File: src/rtl/id_sb_queue_pkg.sv
`default_nettype none
// ============================================================================
//  Module      : id_sb_queue_pkg
//  Description : Shared constants for the decode-to-scoreboard queue.
//                This includes the record width, the default depth and the
//                bit positions of the inst_info fields.
//  Revision    : 1.0 - initial release
// ============================================================================
package id_sb_queue_pkg;

    // Width of one decoded-instruction record handed to the scoreboard
    localparam int ID_TO_SB_WD       = 137;

    // Default queue depth (power of two, at least 2)
    localparam int ID_SB_QUEUE_DEPTH = 8;

    // Field positions inside inst_info; the queue itself never looks at them
    localparam int INFO_PC_LSB        = 0;
    localparam int INFO_PC_MSB        = 31;
    localparam int INFO_IMM_LSB       = 34;
    localparam int INFO_IMM_MSB       = 65;
    localparam int INFO_FU_LSB        = 89;
    localparam int INFO_FU_MSB        = 91;
    localparam int INFO_OP_LSB        = 92;
    localparam int INFO_OP_MSB        = 103;
    localparam int INFO_EXCEPT_SW_BIT = 136;

    // Occupancy counter width for a given depth: must represent 0..depth
    function automatic int cnt_width(input int depth);
        return $clog2(depth) + 1;
    endfunction

endpackage : id_sb_queue_pkg
`default_nettype wire

File: src/rtl/id_sb_queue_if.sv
`default_nettype none
// ============================================================================
//  Module      : id_sb_queue_if
//  Description : Bundle between the decoder/scoreboard side (master) and the
//                decode-to-scoreboard queue (slave).
//  Revision    : 1.0 - initial release
// ============================================================================
interface id_sb_queue_if
    import id_sb_queue_pkg::*;
#(
    parameter int WIDTH = ID_TO_SB_WD,
    parameter int DEPTH = ID_SB_QUEUE_DEPTH
);
    localparam int CNT_W = cnt_width(DEPTH);

    logic             in_valid;
    logic [WIDTH-1:0] in_info;
    logic             stall_o;
    logic             out_valid;
    logic [WIDTH-1:0] out_info;
    logic             out_ready;
    logic [CNT_W-1:0] count;

    // Decoder pushes records and the scoreboard pops them
    modport master (
        output in_valid, in_info, out_ready,
        input  stall_o, out_valid, out_info, count
    );

    // Queue side
    modport slave (
        input  in_valid, in_info, out_ready,
        output stall_o, out_valid, out_info, count
    );

endinterface : id_sb_queue_if
`default_nettype wire

File: src/rtl/id_sb_queue.sv
`default_nettype none
// ============================================================================
//  Module      : id_sb_queue
//  Description : Decoupling FIFO between decode and the scoreboard. It holds
//                decoded records until the scoreboard takes them, stalls the
//                decoder while full, and empties on a pipeline flush.
//                Optional feature macro: ID_SB_QUEUE_BYPASS_EN. When it is
//                defined, a record arriving at an empty queue is presented
//                in the same cycle.
//  Revision    : 1.0 - initial release
// ============================================================================
module id_sb_queue
    import id_sb_queue_pkg::*;
#(
    parameter int DEPTH = ID_SB_QUEUE_DEPTH,
    parameter int WIDTH = ID_TO_SB_WD
) (
    input  wire logic     clk,
    input  wire logic     resetn,
    input  wire logic     flush,
    id_sb_queue_if.slave  q
);

    localparam int AW = $clog2(DEPTH);
    localparam int CW = cnt_width(DEPTH);

    // Pointers carry one extra wrap bit to tell full from empty
    logic [AW:0]      rd_ptr_q, rd_ptr_d;
    logic [AW:0]      wr_ptr_q, wr_ptr_d;
    logic [CW-1:0]    count_q,  count_d;
    logic [WIDTH-1:0] mem_q [DEPTH];

    logic             empty;
    logic             full;
    logic             bypass;
    logic             bypass_take;
    logic             push;
    logic             pop;

    // Occupancy flags from the registered pointers only
    always_comb begin
        empty = (rd_ptr_q == wr_ptr_q);
        full  = (rd_ptr_q[AW-1:0] == wr_ptr_q[AW-1:0]) &&
                (rd_ptr_q[AW] != wr_ptr_q[AW]);
    end

    // Handshake qualification; flush overrides both push and pop
    always_comb begin
`ifdef ID_SB_QUEUE_BYPASS_EN
        bypass      = empty & q.in_valid & ~flush;
`else
        bypass      = 1'b0;
`endif
        // A bypassed record taken immediately is never written
        bypass_take = bypass & q.out_ready;
        push        = q.in_valid & ~full & ~flush & ~bypass_take;
        pop         = ~empty & q.out_ready & ~flush;
    end

    // Head presentation; stall depends on registered state only
    always_comb begin
        q.out_valid = ~empty | bypass;
        if (bypass) begin
            q.out_info = q.in_info;
        end else if (empty) begin
            q.out_info = '0;
        end else begin
            q.out_info = mem_q[rd_ptr_q[AW-1:0]];
        end
        q.stall_o = full;
        q.count   = count_q;
    end

    // Next-state pointers and occupancy
    always_comb begin
        rd_ptr_d = rd_ptr_q;
        wr_ptr_d = wr_ptr_q;
        count_d  = count_q;
        if (flush) begin
            rd_ptr_d = '0;
            wr_ptr_d = '0;
            count_d  = '0;
        end else begin
            if (pop) begin
                rd_ptr_d = rd_ptr_q + {{AW{1'b0}}, 1'b1};
            end
            if (push) begin
                wr_ptr_d = wr_ptr_q + {{AW{1'b0}}, 1'b1};
            end
            count_d = count_q + CW'(push) - CW'(pop);
        end
    end

    // Control state with asynchronous active-low reset
    always_ff @(posedge clk or negedge resetn) begin
        if (!resetn) begin
            rd_ptr_q <= '0;
            wr_ptr_q <= '0;
            count_q  <= '0;
        end else begin
            rd_ptr_q <= rd_ptr_d;
            wr_ptr_q <= wr_ptr_d;
            count_q  <= count_d;
        end
    end

    // Storage array, written on push; contents are not reset
    always_ff @(posedge clk) begin
        if (push) begin
            mem_q[wr_ptr_q[AW-1:0]] <= q.in_info;
        end
    end

endmodule : id_sb_queue
`default_nettype wire

File: src/flat_wrapper.sv
// flat-port wrapper written by rule: the top's interface ports become plain ports
module id_sb_queue_flat import id_sb_queue_pkg::*;
#(
    parameter int DEPTH = ID_SB_QUEUE_DEPTH,
    parameter int WIDTH = ID_TO_SB_WD
)
  (clk, resetn, flush, q_in_valid, q_in_info, q_out_ready, q_stall_o, q_out_valid, q_out_info, q_count);
  id_sb_queue_if #(.WIDTH(WIDTH), .DEPTH(DEPTH)) q_i ();
  input  wire logic clk;
  input  wire logic resetn;
  input  wire logic flush;
  input wire logic [$bits(q_i.in_valid)-1:0] q_in_valid;
  input wire logic [$bits(q_i.in_info)-1:0] q_in_info;
  input wire logic [$bits(q_i.out_ready)-1:0] q_out_ready;
  output wire logic [$bits(q_i.stall_o)-1:0] q_stall_o;
  output wire logic [$bits(q_i.out_valid)-1:0] q_out_valid;
  output wire logic [$bits(q_i.out_info)-1:0] q_out_info;
  output wire logic [$bits(q_i.count)-1:0] q_count;
  assign q_i.in_valid = q_in_valid;
  assign q_i.in_info = q_in_info;
  assign q_i.out_ready = q_out_ready;
  assign q_stall_o = q_i.stall_o;
  assign q_out_valid = q_i.out_valid;
  assign q_out_info = q_i.out_info;
  assign q_count = q_i.count;
  id_sb_queue #(.DEPTH(DEPTH), .WIDTH(WIDTH)) u_core (.clk(clk), .resetn(resetn), .flush(flush), .q(q_i));
endmodule
File: config.mk
export PLATFORM = sky130hd
export DESIGN_NAME = id_sb_queue_flat
export DESIGN_NICKNAME = d
export VERILOG_FILES = /design/src/rtl/id_sb_queue_pkg.sv /design/src/rtl/id_sb_queue_if.sv /design/src/rtl/id_sb_queue.sv /design/src/flat_wrapper.sv
export SDC_FILE = /design/constraint.sdc
export NUM_CORES = 1
export LEC_CHECK = 0
export ABC_AREA = 1
export BUFFER_PORTS_ARGS = -buffer_cell sky130_fd_sc_hd__buf_4
export CELL_PAD_IN_SITES_DETAIL_PLACEMENT = 0
export CELL_PAD_IN_SITES_GLOBAL_PLACEMENT = 1
export CORE_ASPECT_RATIO = 0.9
export CORE_MARGIN = 10
export CORE_UTILIZATION = 25
export CTS_CLUSTER_DIAMETER = 40
export DETAILED_ROUTE_END_ITERATION = 12
export PLACE_DENSITY = 0.49
export SETUP_SLACK_MARGIN = 0.05
export SLEW_MARGIN = 20
export SYNTH_ARGS = -nofsm -noshare
export SYNTH_HDL_FRONTEND = slang
export SYNTH_SLANG_ARGS = --single-unit
File: constraint.sdc
create_clock -name clk -period 8.9 [get_ports clk]
set_input_delay 0 -clock clk [delete_from_list [all_inputs] [get_ports clk]]
set_output_delay 0 -clock clk [all_outputs]
set_load 0.01 [all_outputs]
==> results of run 1 <==
stage by stage:
step	std cells	cell area, µm²	utilization [%]
floorplan	3361	43600	-
global placement	5736	48000	27.7
detailed placement	5736	48000	27.7
CTS	6351	57100	32.9
global route	6356	57200	33.0
finish	6358	57200	33.0
placed cells by master, fill, tap and decap left out, types with 5 or more instances in the layout:
cell type                       instances
sky130_fd_sc_hd__nand4_1               10
sky130_fd_sc_hd__xor2_1                 5
sky130_fd_sc_hd__o22ai_1              137
sky130_fd_sc_hd__buf_4                325
sky130_fd_sc_hd__clkinv_4              16
sky130_fd_sc_hd__dlygate4sd3_1        274
sky130_fd_sc_hd__bufinv_16             26
sky130_fd_sc_hd__dfrtp_1                9
sky130_fd_sc_hd__nor2_1               964
sky130_fd_sc_hd__buf_12                 5
sky130_fd_sc_hd__clkbuf_16            182
sky130_fd_sc_hd__o211ai_1             137
sky130_fd_sc_hd__clkinvlp_4            16
sky130_fd_sc_hd__edfxtp_1            1096
sky130_fd_sc_hd__ha_1                   6
sky130_fd_sc_hd__clkbuf_1              23
sky130_fd_sc_hd__clkinv_1              24
sky130_fd_sc_hd__clkinv_16              6
sky130_fd_sc_hd__nand2_1              162
sky130_fd_sc_hd__inv_6                 14
sky130_fd_sc_hd__inv_1                 16
sky130_fd_sc_hd__clkinv_2              25
sky130_fd_sc_hd__nand3_1               16
sky130_fd_sc_hd__o21ai_1               59
sky130_fd_sc_hd__o21ai_0              491
sky130_fd_sc_hd__nor2_4                 8
how the worst min path moves through the flow:
stage / to / slack, ns
6_report: u_core.mem_q[6][65]$_DFFE_PP_ / 0.05
2_1_floorplan: u_core.q.count[0]$_DFF_PN0_ / -0.30
3_3_place_gp: u_core.q.count[2]$_DFF_PN0_ / -0.12
5_1_grt: u_core.mem_q[1][121]$_DFFE_PP_ / 0.02
3_5_place_dp: u_core.q.count[2]$_DFF_PN0_ / -0.12
4_1_cts: u_core.mem_q[6][22]$_DFFE_PP_ / 0.0003
cell families (layout without fill, tap and decap cells):
kind of cell / count (synthesis) / in the layout / share of synthesized area, %
xor+xnor: 6 / 6 / 0.121
buf+inv: 251 / 967 / 2.63
flops: 1108 / 1108 / 76.2
simple gates: 1162 / 1162 / 10.1
compound gates: 827 / 827 / 10.7
other cells: 0 / 3 / 0
fa+ha+maj: 7 / 7 / 0.218
flip-flops by register name, summed over array words and instances, names as in the netlist:
register and cells:
u_core.rd_ptr_q 4, u_core.q.count 4, u_core.wr_ptr_q 4, u_core.mem_q 1096
worst reg2reg max path, stage by stage, from the launching register on:
cell                      delay (ns)
sky130_fd_sc_hd__dfrtp_4        1.02
sky130_fd_sc_hd__inv_6          0.50
sky130_fd_sc_hd__nand2_1        0.18
sky130_fd_sc_hd__nand2_1        0.07
sky130_fd_sc_hd__nand4_1        0.21
sky130_fd_sc_hd__nand3_1        0.72
sky130_fd_sc_hd__nor2_4         0.30
sky130_fd_sc_hd__buf_4          0.78
sky130_fd_sc_hd__buf_4          0.85
routing by layer:
metal  global-route usage, %  part of all wire, %  vias up
met5                       0                0.016        -
met3                    2.58                  3.7      198
li1                        -                    -    13400
met2                    21.9                   48      500
met4                    3.85                  2.3        4
met1                    17.6                   46    14000
layout make-up:
type / instances / share of cell area, %
Sequential cell: 1108 / 58.1
Multi-Input combinational cell: 2002 / 16.2
Timing Repair Buffer: 607 / 9.38
Clock buffer: 205 / 8.12
Tap cell: 2278 / 4.99
Clock inverter: 136 / 3.00
Inverter: 19 / 0.147
Antenna cell: 3 / 0.0131
power by group through the flow:
stage | Sequential [mW] | Combinational [mW] | Clock, mW
2_1_floorplan | 5.95 | 0.890 | 0
3_3_place_gp | 5.97 | 1.62 | 0
3_5_place_dp | 5.97 | 1.62 | 0
4_1_cts | 5.87 | 1.73 | 7.39
5_1_grt | 5.87 | 1.88 | 7.64
6_report | 5.87 | 1.67 | 7.20
timing repair:
| item | 4_1_cts | 5_1_grt |
|---|---|---|
| hold buffers | 274 | 0 |
| gates resized for setup | 0 | 0 |
| endpoints found under the hold margin | 1120 | 0 |
==> run summary, run 1 <==
total power - 14.7 mW
worst slack on hold paths - 0.0538 ns
Post-Route Setup TNS - 0 ns
area taken by flip-flops and latches - 33200 µm²
I/O pin count - 285
combinational cell fraction of total power - 11.3%
post-synthesis to final-layout area growth - 31.2%
CP Max Fanout - 81
proportion of power drawn by the clock network - 48.9%
Total GRT Usage - 13.3%
GPL Wtd Cong - 0.683
internal power of the cells - 11.0 mW
unrepaired setup endpoints after global routing - no
startpoint of the worst register-to-register path - u_core.rd_ptr_q[1]$_DFFE_PN0P_
post-detailed-route count of antenna-violating nets - 0
detailed-route wire length - 130000 µm
detailed-router iteration count before antenna repair - 5
Core Box Area - 173000 µm²
Net Switching - 3.77 mW
final global-route overflow total - 0
number of buffer and inverter stages on the critical path - 3
fill count - 17400
capture point of the critical path - u_core.mem_q[2][108]$_DFFE_PP_
Clock Latency Late Sink - 0.81 ns
Crit. Startpoint - u_core.rd_ptr_q[1]$_DFFE_PN0P_
largest voltage drop on the vdd net - 0.000155 V
final setup violation count - 0
logic depth of the worst setup path including buffers - 8
buffers from clock root to sink, at most - 3
element type at the critical path start - register
Synth Area per Inst - 13.0 µm²
Final Worst Setup Slack - 3.80 ns
fin crit period - 5.10 ns
synth top area cells - sky130_fd_sc_hd__edfxtp_1 76%, sky130_fd_sc_hd__nor2_1 8.4%, sky130_fd_sc_hd__o21ai_0 5.6%
hold_sp - q_in_info[65]
post-detailed-route wirelength per cell - 20.5 µm
fin crit share - 57.3%
Mapped Cells - 3361
DRC errors left - 0
nets in the synthesized netlist - 3510
number of enable flip-flop cells after synthesis - 1096
Slew HR - 28.6%
share of cells above drive strength 1 - 15.7%
I/O Buffers - 284
share of synthesized registers carrying an async set or reset - 1.08%
flip-flop and latch count after synthesis - 1108
PD cells - 258 nW/µm²
maximum number of pins on one net before global-route repair - 185
Reg2Reg Setup Slack - 3.80 ns
total count of max-transition violations in the final report - 0
Clock H-tree levels - 4
wire length of the first global-routing pass - 194000 µm
Cells on Worst Hold Path - 2
worst-case reg-to-reg path depth - 8
clock sinks - 1108
Die Footprint - 191000 µm²
DRC marker count from the first detailed-route iteration - 1583
kind of end point of the critical path - register
placement-stage worst setup slack - 3.57 ns
count of different cell masters after synthesis - 24
register share of total power - 39.8%
Slowest Stage Delay on Critical Path - 1.02 ns
floorplan die height - 416 µm
switching part of the total power - 25.6%
total vias in the final route - 28100
Cell Chain, Critical Path - inv_6, nand2_1, nand2_1, nand4_1, nand3_1, nor2_4, buf_4, buf_4
multi-input combinational cell area - 9290 µm²
family with the most delay on the worst path - buffers and inverters
Setup Skew - 0.0517 ns
path category of the worst min-delay check - in2reg
post-synthesis cell type with the largest combined area - sky130_fd_sc_hd__edfxtp_1
result of the run - finished clean
per-cell via count in the routed design - 4.42
post-synthesis instance area - 43600 µm²
count of final hold-check violations - 0
Clk Tree Root Cell - sky130_fd_sc_hd__clkbuf_16
top cell type's share of synthesized area - 75.5%
highest clock frequency the design can meet - 196 MHz
HPWL after detailed placement - 68200 µm
top cells by instance count after synthesis - 1096 x sky130_fd_sc_hd__edfxtp_1, 972 x sky130_fd_sc_hd__nor2_1, 491 x sky130_fd_sc_hd__o21ai_0
number of violations of the max-capacitance limit - 0
Least-Margin Pin Slew - 1.07 ns
via count of the first global-routing pass - 28800
Setup Crit Path Kind - reg2reg
Die Width - 460 µm
synth warn - 0
fin nets - 4069
starting utilization of the core area - 25.1%
number of cell rows - 145
Leak Pwr - 19.6 nW
# Post-CTS Setup Buffers - 0
CTS tree - done
fraction of the yosys area taken by sequential cells - 76.2%
antenna violations before repair - 10
CTS Buf Count - 182
Most used DFF post-synth - sky130_fd_sc_hd__edfxtp_1
data required time at the worst endpoint - 9.32 ns
arrival time worst endpoint - 5.52 ns
clock slew at reported path FFs - 0.05 ns
cell with the most instances after synthesis - sky130_fd_sc_hd__edfxtp_1
Reg2Reg Capture Point - u_core.mem_q[2][108]$_DFFE_PP_
Crit-path slowest cell - sky130_fd_sc_hd__dfrtp_4
No activity file was read; power rests on OpenSTA's default activity.
==> inputs of run 2 (changes only) <==
Settings changed: ABC_AREA 1 to 0, PLACE_DENSITY 0.49 to 0.46.
Clock period 8.9 ns to 4.9 ns, I/O delays scaled along.
==> run summary, run 2 <==
mux contribution to synthesized area - 17.9% (+18 points)
DRC marker count from the first detailed-route iteration - 1371 (-13%)
fin crit share - 78.7%
count of different cell masters after synthesis - 31 (+29%)
main combinational cell family by area after synthesis - multiplexers
via count of the first global-routing pass - 23500 (-19%)
PostCTS Resize Cnt - 0 (unchanged)
most frequent standard cell in the layout excluding fill and tap cells - sky130_fd_sc_hd__edfxtp_1
largest voltage drop on the vdd net - 0.000329 V (+110%)
Die Width - 454 µm (-1.4%)
top cell type's share of synthesized area - 77.8% (+2.3 points)
Setup Skew - 0.0312 ns (-0.0206 ns)
maximum number of pins on one net before global-route repair - 128 (-31%)
Leak Pwr - 17.9 nW (-8.8%)
Slew HR - 14.9% (-14 points)
post-detailed-route wirelength per cell - 22.7 µm (+11%)
detailed-router iteration count before antenna repair - 4 (-1)
arrival time worst endpoint - 3.86 ns (-1.66 ns)
number of enable flip-flop cells after synthesis - 1096 (unchanged)
Reg2Reg Capture Point - u_core.mem_q[1][107]$_DFFE_PP_
post-synthesis to final-layout area growth - 32.7%
final setup violation count - 0 (unchanged)
post-synthesis cell type with the largest combined area - sky130_fd_sc_hd__edfxtp_1
synth warn - 0 (unchanged)
area taken by flip-flops and latches - 33200 µm² (unchanged)
post-synthesis instance area - 42300 µm² (-2.9%)
floorplan die height - 410 µm (-1.4%)
number of flip-flops in the largest register - 1096 (unchanged)
post-detailed-route count of antenna-violating nets - 0 (unchanged)
arithmetic-cell share of the synthesized area counting full adders, half adders and majority gates - 0.225% (+0.0065 points)
worst-case reg-to-reg path depth - 5 (-3)
Core Box Area - 169000 µm² (-2.8%)
Clk Tree Root Cell - sky130_fd_sc_hd__clkbuf_16
DRC errors left - 0 (unchanged)
I/O pin count - 285 (unchanged)
final core occ - 33.3% (+0.36 points)
top cells by instance count after synthesis - 1096 x sky130_fd_sc_hd__edfxtp_1, 274 x sky130_fd_sc_hd__mux4_2, 152 x sky130_fd_sc_hd__nor2_1
nets in the synthesized netlist - 1980 (-44%)
area fraction in and, or, nand and nor cells after synthesis - 1.74% (-8.4 points)
final global-route overflow total - 0 (unchanged)
Clock H-tree levels - 4 (unchanged)
Reg2Reg Setup Slack - 1.70 ns (-2.10 ns)
destination of the worst hold path - u_core.mem_q[3][129]$_DFFE_PP_
buffers from clock root to sink, at most - 3 (unchanged)
Total GRT Usage - 11.8% (-1.5 points)
antenna violations before repair - 6 (-4)
hold_sp - q_in_info[129]
Setup Crit Path Kind - reg2out
starting utilization of the core area - 25.1% (about the same)
Most used DFF post-synth - sky130_fd_sc_hd__edfxtp_1
HPWL after detailed placement - 56700 µm (-17%)
fin crit period - 3.86 ns
Least-Margin Pin Slew - 1.28 ns (+0.205 ns)
Post-Place Cells - 4300 (-25%)
wire length of the first global-routing pass - 162000 µm (-16%)
startpoint of the worst register-to-register path - u_core.rd_ptr_q[2]$_DFFE_PN0P_
kind of end point of the critical path - primary output
share of synthesized registers carrying an async set or reset - 1.08% (unchanged)
data required time at the worst endpoint - 4.90 ns (-4.42 ns)
Clock Latency Late Sink - 0.78 ns (-0.03 ns)
CTS tree - done
number of violations of the max-capacitance limit - 0 (unchanged)
number of cell rows - 143 (-1.4%)
clock slew at reported path FFs - 0.05 ns (about the same)
highest clock frequency the design can meet - 259 MHz
result of the run - finished clean
Cells on Worst Hold Path - 2 (unchanged)
count of final hold-check violations - 0 (unchanged)
CTS Hold Bufs - 250 (-8.8%)
Mapped Cells - 1831 (-46%)
CP Max Fanout - 101 (+25%)
Die Footprint - 186000 µm² (-2.8%)
total count of max-transition violations in the final report - 0 (unchanged)
element type at the critical path start - register
detailed-route wire length - 111000 µm (-15%)
fraction of the yosys area taken by sequential cells - 78.5% (+2.3 points)
clock sinks - 1108 (unchanged)
# Post-CTS Setup Buffers - 0 (unchanged)
final non-filler cell total - 4888 (-23%)
Compound-Gate Fraction of Synth Area - 0.177% (-11 points)
fill count - 16100 (-7.6%)
most frequent cells in the layout - 1096 x sky130_fd_sc_hd__edfxtp_1, 296 x sky130_fd_sc_hd__buf_4, 274 x sky130_fd_sc_hd__mux4_2
flip-flop and latch count after synthesis - 1108 (unchanged)
cell with the most instances after synthesis - sky130_fd_sc_hd__edfxtp_1
per-cell via count in the routed design - 4.22 (-4.6%)
GPL Wtd Cong - 0.658 (-3.6%)
share of cells above drive strength 1 - 34.3% (+19 points)
PD cells - 485 nW/µm² (+88%)
unrepaired setup endpoints after global routing - no
Synth Area per Inst - 23.1 µm² (+78%)
CTS Buf Count - 177 (-2.7%)
post-synthesis xor/xnor area fraction - 0.260% (+0.14 points)
multi-input combinational cell area - 8740 µm² (-5.9%)
total vias in the final route - 20600 (-27%)
path category of the worst min-delay check - in2reg
I/O Buffers - 284 (unchanged)
fin nets - 2632 (-35%)
synth top area cells - sky130_fd_sc_hd__edfxtp_1 78%, sky130_fd_sc_hd__mux4_2 15%, sky130_fd_sc_hd__mux2i_1 3.3%
run 2: cell types whose count changed after synthesis, moves of 141 or more:
cell,delta
sky130_fd_sc_hd__o21ai_0,-490
sky130_fd_sc_hd__mux4_2,+274
sky130_fd_sc_hd__nor2_1,-820
sky130_fd_sc_hd__nand2_1,-156
sky130_fd_sc_hd__mux2i_1,+141
run 2: critical path: stages (launching register included):
cell and delay (ns):
sky130_fd_sc_hd__dfrtp_4 0.45, sky130_fd_sc_hd__buf_12 0.70, sky130_fd_sc_hd__buf_12 0.66, sky130_fd_sc_hd__mux4_2 0.59
sky130_fd_sc_hd__mux2i_1 0.19, sky130_fd_sc_hd__nor2_1 0.15, sky130_fd_sc_hd__buf_4 0.18
run 2: worst max-delay path by stage:
stage	to	start	slack, ns	cells past startpoint
2_1_floorplan	u_core.mem_q[1][0]$_DFFE_PP_	u_core.wr_ptr_q[1]$_DFFE_PN0P_	-1.11	5
3_3_place_gp	u_core.mem_q[7][108]$_DFFE_PP_	u_core.rd_ptr_q[2]$_DFFE_PN0P_	1.33	6
6_report	q_out_info[91]	u_core.rd_ptr_q[0]$_DFFE_PN0P_	1.04	6
3_5_place_dp	u_core.mem_q[7][102]$_DFFE_PP_	u_core.rd_ptr_q[2]$_DFFE_PN0P_	1.27	6
4_1_cts	q_out_info[4]	u_core.rd_ptr_q[0]$_DFFE_PN0P_	0.77	6
5_1_grt	q_out_info[91]	u_core.rd_ptr_q[0]$_DFFE_PN0P_	0.66	6
run 2: power by group:
part | total, mW | internal [mW] | leakage [nW] | switching [mW]
clock network | 12.7 | 7.99 | 2.95 | 4.66
logic | 3.92 | 1.87 | 4.91 | 2.05
registers | 10.7 | 10.6 | 10.1 | 0.0675
run 2: stage by stage:
| step | total power, mW | cell area, µm² | hold slack, ns | TNS (ns) | setup slack (ns) |
|---|---|---|---|---|---|
| 2_1_floorplan | 13.1 | 42400 | -0.296 | -491.51 | -1.11 |
| 3_3_place_gp | 14.7 | 47500 | -0.126 | 0 | 1.33 |
| 3_5_place_dp | 14.8 | 47500 | -0.120 | 0 | 1.27 |
| 4_1_cts | 27.8 | 56100 | 0.000623 | 0 | 0.771 |
| 5_1_grt | 28.4 | 56200 | 0.0245 | 0 | 0.659 |
| 6_report | 27.2 | 56200 | 0.0590 | 0 | 1.04 |
run 2: metal layers:
layer / GRT usage [%] / wire length, µm / part of all wire, %
met5: 0 / 0 / 0
met4: 3.40 / 2390 / 2.2
met3: 2.62 / 4100 / 3.7
met2: 21.1 / 58700 / 53
met1: 14.2 / 45700 / 41
run 2: final cells by class:
type | count | area share (%)
diodes | 5 | 0.0223
clock buffers | 198 | 8.14
clock inverters | 134 | 2.80
inverters | 7 | 0.0468
multi-input cells | 619 | 15.6
flip-flops and latches | 1108 | 59.2
well taps | 2247 | 5.01
repair buffers | 570 | 9.27
run 2: kinds of logic after synthesis:
kind of cell               count (synthesis)
AOI/OAI and AO/OA                         10
xor gates and xnor gates                  10
adders and majority gates                  7
buffers and inverters                    104
DFF                                     1108
muxes                                    415
and+or+nand+nor                          177
